## src/rtl/fft_bitrev_reorder.sv

```systemverilog
// Bit-reversed to natural-order reorder buffer for the 64-point FFT output.
// Two ping-pong banks let back-to-back frames stream through without a stall.
module fft_bitrev_reorder #(
    parameter int WIDTH = 12,
    parameter int LANES = 16,
    parameter int NPTS  = 64
) (
    input  logic                    clk,
    input  logic                    rst,
    input  logic                    din_valid,
    input  logic signed [WIDTH-1:0] din_re [0:LANES-1],
    input  logic signed [WIDTH-1:0] din_im [0:LANES-1],
    output logic                    dout_valid,
    output logic                    dout_sof,
    output logic [1:0]              dout_beat,
    output logic signed [WIDTH-1:0] dout_re [0:LANES-1],
    output logic signed [WIDTH-1:0] dout_im [0:LANES-1]
);

    localparam int MEM_DEPTH = 2 * NPTS;

    typedef enum logic {
        S_IDLE,
        S_READ
    } state_t;

    function automatic logic [5:0] bitrev6(input logic [5:0] a);
        return {a[0], a[1], a[2], a[3], a[4], a[5]};
    endfunction

    // Frame storage: address = {bank, natural index}
    logic signed [WIDTH-1:0] r_mem_re [0:MEM_DEPTH-1];
    logic signed [WIDTH-1:0] r_mem_im [0:MEM_DEPTH-1];

    logic [1:0] r_wr_beat;
    logic       r_wr_bank;
    logic [1:0] r_full;

    state_t     r_state;
    logic [1:0] r_rd_beat;
    logic       r_rd_bank;

    logic                    r_dout_valid;
    logic                    r_dout_sof;
    logic [1:0]              r_dout_beat;
    logic signed [WIDTH-1:0] r_dout_re [0:LANES-1];
    logic signed [WIDTH-1:0] r_dout_im [0:LANES-1];

    logic       w_wr_done;
    logic [1:0] w_set_full;
    logic [1:0] w_clr_full;
    state_t     w_state_nxt;
    logic       w_rd_en;
    logic [1:0] w_rd_beat_sel;
    logic [1:0] w_rd_beat_nxt;
    logic       w_rd_bank_nxt;

    assign w_wr_done  = din_valid && (r_wr_beat == 2'd3);
    assign w_set_full = w_wr_done ? (2'b01 << r_wr_bank) : 2'b00;

    // ------------------------------------------------------------------
    // Write side
    // ------------------------------------------------------------------
    always_ff @(posedge clk) begin
        // NOTE: sequential state uses non-blocking assignments so every
        // register samples its inputs from before the edge.
        if (rst) begin
            r_wr_beat <= 2'd0;
            r_wr_bank <= 1'b0;
        end else if (din_valid) begin
            r_wr_beat <= r_wr_beat + 2'd1;
            if (w_wr_done) begin
                r_wr_bank <= ~r_wr_bank;
            end
        end
    end

    // NOTE: the frame memories carry no reset; stale contents are never
    // read because the full flags are cleared by reset.
    always_ff @(posedge clk) begin
        if (!rst && din_valid) begin
            for (int l = 0; l < LANES; l++) begin
                r_mem_re[{r_wr_bank, bitrev6({r_wr_beat, 4'(l)})}] <= din_re[l];
                r_mem_im[{r_wr_bank, bitrev6({r_wr_beat, 4'(l)})}] <= din_im[l];
            end
        end
    end

    // Write completion and read drain always target different banks.
    always_ff @(posedge clk) begin
        if (rst) begin
            r_full <= 2'b00;
        end else begin
            for (int b = 0; b < 2; b++) begin
                if (w_set_full[b]) begin
                    r_full[b] <= 1'b1;
                end else if (w_clr_full[b]) begin
                    r_full[b] <= 1'b0;
                end
            end
        end
    end

    // ------------------------------------------------------------------
    // Read FSM
    // ------------------------------------------------------------------
    always_ff @(posedge clk) begin
        if (rst) begin
            r_state   <= S_IDLE;
            r_rd_beat <= 2'd0;
            r_rd_bank <= 1'b0;
        end else begin
            r_state   <= w_state_nxt;
            r_rd_beat <= w_rd_beat_nxt;
            r_rd_bank <= w_rd_bank_nxt;
        end
    end

    // r_rd_bank always names the next bank due out; banks fill in the same
    // alternating order, so no arbitration between full flags is needed.
    always_comb begin
        // NOTE: every output gets a default first so no latch is inferred.
        w_state_nxt   = r_state;
        w_rd_en       = 1'b0;
        w_rd_beat_sel = r_rd_beat;
        w_rd_beat_nxt = r_rd_beat;
        w_rd_bank_nxt = r_rd_bank;
        w_clr_full    = 2'b00;
        case (r_state)
            S_IDLE: begin
                if (r_full[r_rd_bank]) begin
                    w_rd_en       = 1'b1;
                    w_rd_beat_sel = 2'd0;
                    w_rd_beat_nxt = 2'd1;
                    w_state_nxt   = S_READ;
                end
            end
            S_READ: begin
                w_rd_en       = 1'b1;
                w_rd_beat_nxt = r_rd_beat + 2'd1;
                if (r_rd_beat == 2'd3) begin
                    w_clr_full    = 2'b01 << r_rd_bank;
                    w_rd_bank_nxt = ~r_rd_bank;
                    w_state_nxt   = r_full[~r_rd_bank] ? S_READ : S_IDLE;
                end
            end
            default: begin
                w_state_nxt = S_IDLE;
            end
        endcase
    end

    // ------------------------------------------------------------------
    // Output registers
    // ------------------------------------------------------------------
    always_ff @(posedge clk) begin
        if (rst) begin
            r_dout_valid <= 1'b0;
            r_dout_sof   <= 1'b0;
            r_dout_beat  <= 2'd0;
            for (int l = 0; l < LANES; l++) begin
                r_dout_re[l] <= '0;
                r_dout_im[l] <= '0;
            end
        end else begin
            r_dout_valid <= w_rd_en;
            r_dout_sof   <= w_rd_en && (w_rd_beat_sel == 2'd0);
            if (w_rd_en) begin
                r_dout_beat <= w_rd_beat_sel;
                for (int l = 0; l < LANES; l++) begin
                    r_dout_re[l] <= r_mem_re[{r_rd_bank, w_rd_beat_sel, 4'(l)}];
                    r_dout_im[l] <= r_mem_im[{r_rd_bank, w_rd_beat_sel, 4'(l)}];
                end
            end
        end
    end

    assign dout_valid = r_dout_valid;
    assign dout_sof   = r_dout_sof;
    assign dout_beat  = r_dout_beat;
    assign dout_re    = r_dout_re;
    assign dout_im    = r_dout_im;

endmodule

```

## config.mk

```make
export PLATFORM = sky130hd
export DESIGN_NAME = fft_bitrev_reorder
export DESIGN_NICKNAME = d
export VERILOG_FILES = /design/src/rtl/fft_bitrev_reorder.sv
export SDC_FILE = /design/constraint.sdc
export NUM_CORES = 2
export LEC_CHECK = 0
export CORE_ASPECT_RATIO = 1.4
export CORE_MARGIN = 8
export CORE_UTILIZATION = 68
export DETAILED_ROUTE_END_ITERATION = 10
export DONT_BUFFER_PORTS = 1
export GPL_TIMING_DRIVEN = 0
export MAX_ROUTING_LAYER = met4
export PLACE_DENSITY_LB_ADDON = 0.2
export SETUP_SLACK_MARGIN = 0.4
export SLEW_MARGIN = 40
export SYNTH_ARGS = -nofsm -noshare
export SYNTH_HDL_FRONTEND = slang
export SYNTH_SLANG_ARGS = --single-unit
export TNS_END_PERCENT = 10
```

## constraint.sdc

```tcl
create_clock -name clk -period 55.2 [get_ports clk]
set_input_delay 5.52 -clock clk [delete_from_list [all_inputs] [get_ports clk]]
set_output_delay 5.52 -clock clk [all_outputs]
set_load 0.01 [all_outputs]
```

==> results_dict.tcl <==
set metrics [dict create \
    status "completed" \
    syn-cell-area_um2 130700 \
    hp-start "dout_re[123]$_SDFFE_PP0P_" \
    cts_setup_buffers 0 \
    numCtsBuffers 312 \
    start_util 0.6839 \
    tightest_slew_ns 0.9657 \
    worst_slack_ns 47.95 \
    ctsLongestPathBuffers 4 \
    drive_gt1_frac 0.1553 \
    dr.first_iter.drc_count 13470 \
    reg2reg_depth 8 \
    antenna_found_initial 33 \
    mostFrequentLayoutCell "edfxtp_1" \
    r2r-end "dout_re[152]$_SDFFE_PP0P_" \
    synth_nets 8405 \
    mostFrequentLayoutCells "edfxtp_1, o211ai_1, dfxtp_1" \
    post_cts_resized 0 \
    min_path_cells 2 \
    crit_required_ns 55.76 \
    fin_skew_ns 0.02809 \
    maxCapViolCount 0 \
    hold_viol 0 \
    via_per_inst 7.392 \
    cts_max_level 5 \
    cts_sinks 3469 \
    setup_tns_ns 0 \
    setup-violations-final 0 \
    power.share.clock 0.422 \
    start_kind "input port" \
    dr_wl_met2_um 206500 \
    routed_wl_um 447300 \
    cp-end-kind "flip-flop" \
    rsz0062_at_grt "false" \
    yosysSeqAreaShare 0.7665 \
    drt-met1-wl_um 134200 \
    dr_wl_met3_um 73250 \
    chipHeight_um 534.8 \
    cp.arrival_ns 7.81 \
    power.leakage_nw 45.83 \
    grt-ovfl-total 0 \
    hp-class "flip-flop to flip-flop" \
    fin_crit_sh 0.1314 \
    holdBufCountCts 0 \
    power.density_nw_per_um2 35.45 \
    final_core_util 0.7778 \
    drtPass1Iterations 8 \
    gp_congestion 0.9917 \
    vias 83620 \
    worstSetupPathType "input port to flip-flop" \
    pre_cts_ws_ns 47.11 \
    grt_use_total 0.4309 \
    top_layer "met4" \
    clock_latency_ns 0.88 \
    io_pins 775 \
    fp.dieW_um 386.5 \
    max_freq_mhz 137.9 \
    p_switching_mw 1.074 \
    core_um2 191100 \
    combPwrFrac 0.024 \
    rr_startpoint "r_rd_beat[1]$_SDFFE_PP0P_" \
    slew_headroom 0.3562 \
    avgSynthCellArea_um2 16.31 \
    area_growth_pct 13.73 \
    netlist_instances 8013 \
    cts-root-buf "clkbuf_16" \
    r2r_slack_ns 51.87 \
    ant_nets 0 \
    p_total_mw 5.269 \
    dp_hpwl_um 310600 \
    die_area_um2 206700 \
    fin_hold_ws_ns 0.5347 \
    period_minus_slack_ns 7.252 \
    slew_viol_final 0 \
    seqPwrFrac 0.554 \
    std_cell_rows 190 \
    swShare 0.2038 \
    grt_pass1_vias 82380 \
    portBuffers 0 \
    yosys_warnings 0 \
    grt_start_max_net_pins 24 \
    cts.clk_slew.worst_paths_ns 0.07 \
    nets 8913 \
    synth_cell_types 36 \
    ir_worst_vdd_mv 0.03337 \
    cp_max_fo 18 \
    hold_end "dout_re[123]$_SDFFE_PP0P_" \
    cts_tree "done" \
    ys_ff_latch 3469 \
    drc_errors 0 \
    p_int_mw 4.195 \
    grt_pass1_wl_um 612500 \
    wl_per_cell_um 39.54 \
]
## synthesized netlist by cell type
cell       number  share of area
buf_6           1       0.000086
o211ai_1     1153          0.066
a21oi_1         1       0.000038
nand2b_1        1       0.000048
mux2i_1       385          0.029
mux2i_4         1        0.00017
nor3_4          1        0.00012
mux2_2        385          0.033
nor3_2          1       0.000077
o221ai_1        1       0.000067
a31o_2          1       0.000067
xnor2_1         1       0.000067
nor2b_1         1       0.000048
buf_4           7        0.00040
or2_2           1       0.000048
a22oi_1         3        0.00017
nor3_1          1       0.000038
o21ai_2         2        0.00013
ha_1            5        0.00048
clkbuf_1      389          0.011
inv_1         387          0.011
nand2_1       391          0.011
o21a_1          1       0.000057
or3_1           1       0.000048
xor2_1          2        0.00013
nor2_1         19        0.00055
buf_1          23        0.00066
o22ai_1       384          0.018
o211a_1         1       0.000077
buf_2         222         0.0085
o21ai_0       385          0.015
o2111ai_1     384          0.026
nand3_1         1       0.000038
edfxtp_1     3072           0.71
a211oi_1        2        0.00011
dfxtp_1       397          0.061
## layer usage
layer | up-vias | global-route usage
met5 | - | -
li1 | 33180 | -
met4 | 0 | 0.2537
met2 | 7573 | 0.6634
met3 | 1838 | 0.1904
met1 | 41030 | 0.4638
## cells by family after synthesis
family | share of synthesized area
AOI/OAI and AO/OA | 0.1258
buffers and inverters | 0.03193
muxes | 0.06282
xor gates and xnor gates | 0.0002010
and+or+nand+nor | 0.01224
adders and majority gates | 0.0004786
DFF | 0.7665
## worst max-delay path by stage
stage               slack [ns]                         end  cells past startpoint  start
finish                   47.95   r_mem_re[83][2]$_DFFE_PP_                     10    rst
detailed placement       47.11  r_mem_re[115][6]$_DFFE_PP_                     10    rst
global route             47.91   r_mem_re[67][3]$_DFFE_PP_                     10    rst
floorplan                32.39  r_mem_im[103][0]$_DFFE_PP_                      3    rst
CTS                      48.01  r_mem_re[115][2]$_DFFE_PP_                     10    rst
global placement         23.03  r_mem_re[21][10]$_DFFE_PP_                      3    rst
## power groups by stage
stage	clock (mW)	sequential (mW)	combinational, mW
global route	2.31	2.92	0.130
global placement	0	3.01	0.105
finish	2.22	2.92	0.128
floorplan	0	2.99	0.0603
CTS	2.21	2.92	0.124
detailed placement	0	2.97	0.123
## through the flow
step / instances / area [um2]
floorplan: 8013 / 130700
global placement: 10510 / 133800
detailed placement: 10700 / 138200
CTS: 11270 / 148500
global route: 11300 / 148600
finish: 11310 / 148700
## sequential cells by signal, indices dropped and copies added (netlist names)
register    flops
dout_im       192
r_rd_bank       1
r_mem_re     1536
r_rd_beat       2
dout_sof        1
r_wr_beat       2
dout_beat       2
r_mem_im     1536
dout_valid      1
r_wr_bank       1
r_state         1
dout_re       192
r_full          2
## final cells by class
class | instances | area (um2)
fillers | 10380 | 42480
flip-flops and latches | 3469 | 100200
inverters | 387 | 1453
clock buffers | 436 | 8876
repair buffers | 194 | 4230
diodes | 41 | 102.6
multi-input cells | 3515 | 26400
clock inverters | 132 | 1446
plain buffers | 642 | 2825
well taps | 2496 | 3123
## worst max-delay path: stages
cell	delay [ns]
inv_1	0.17
nand2_1	0.20
nor2_4	0.55
buf_16	0.25
buf_16	0.17
buf_16	0.17
buf_16	0.17
buf_16	0.18
buf_16	0.18
buf_16	0.17
Power figures use the tool's default switching activity.
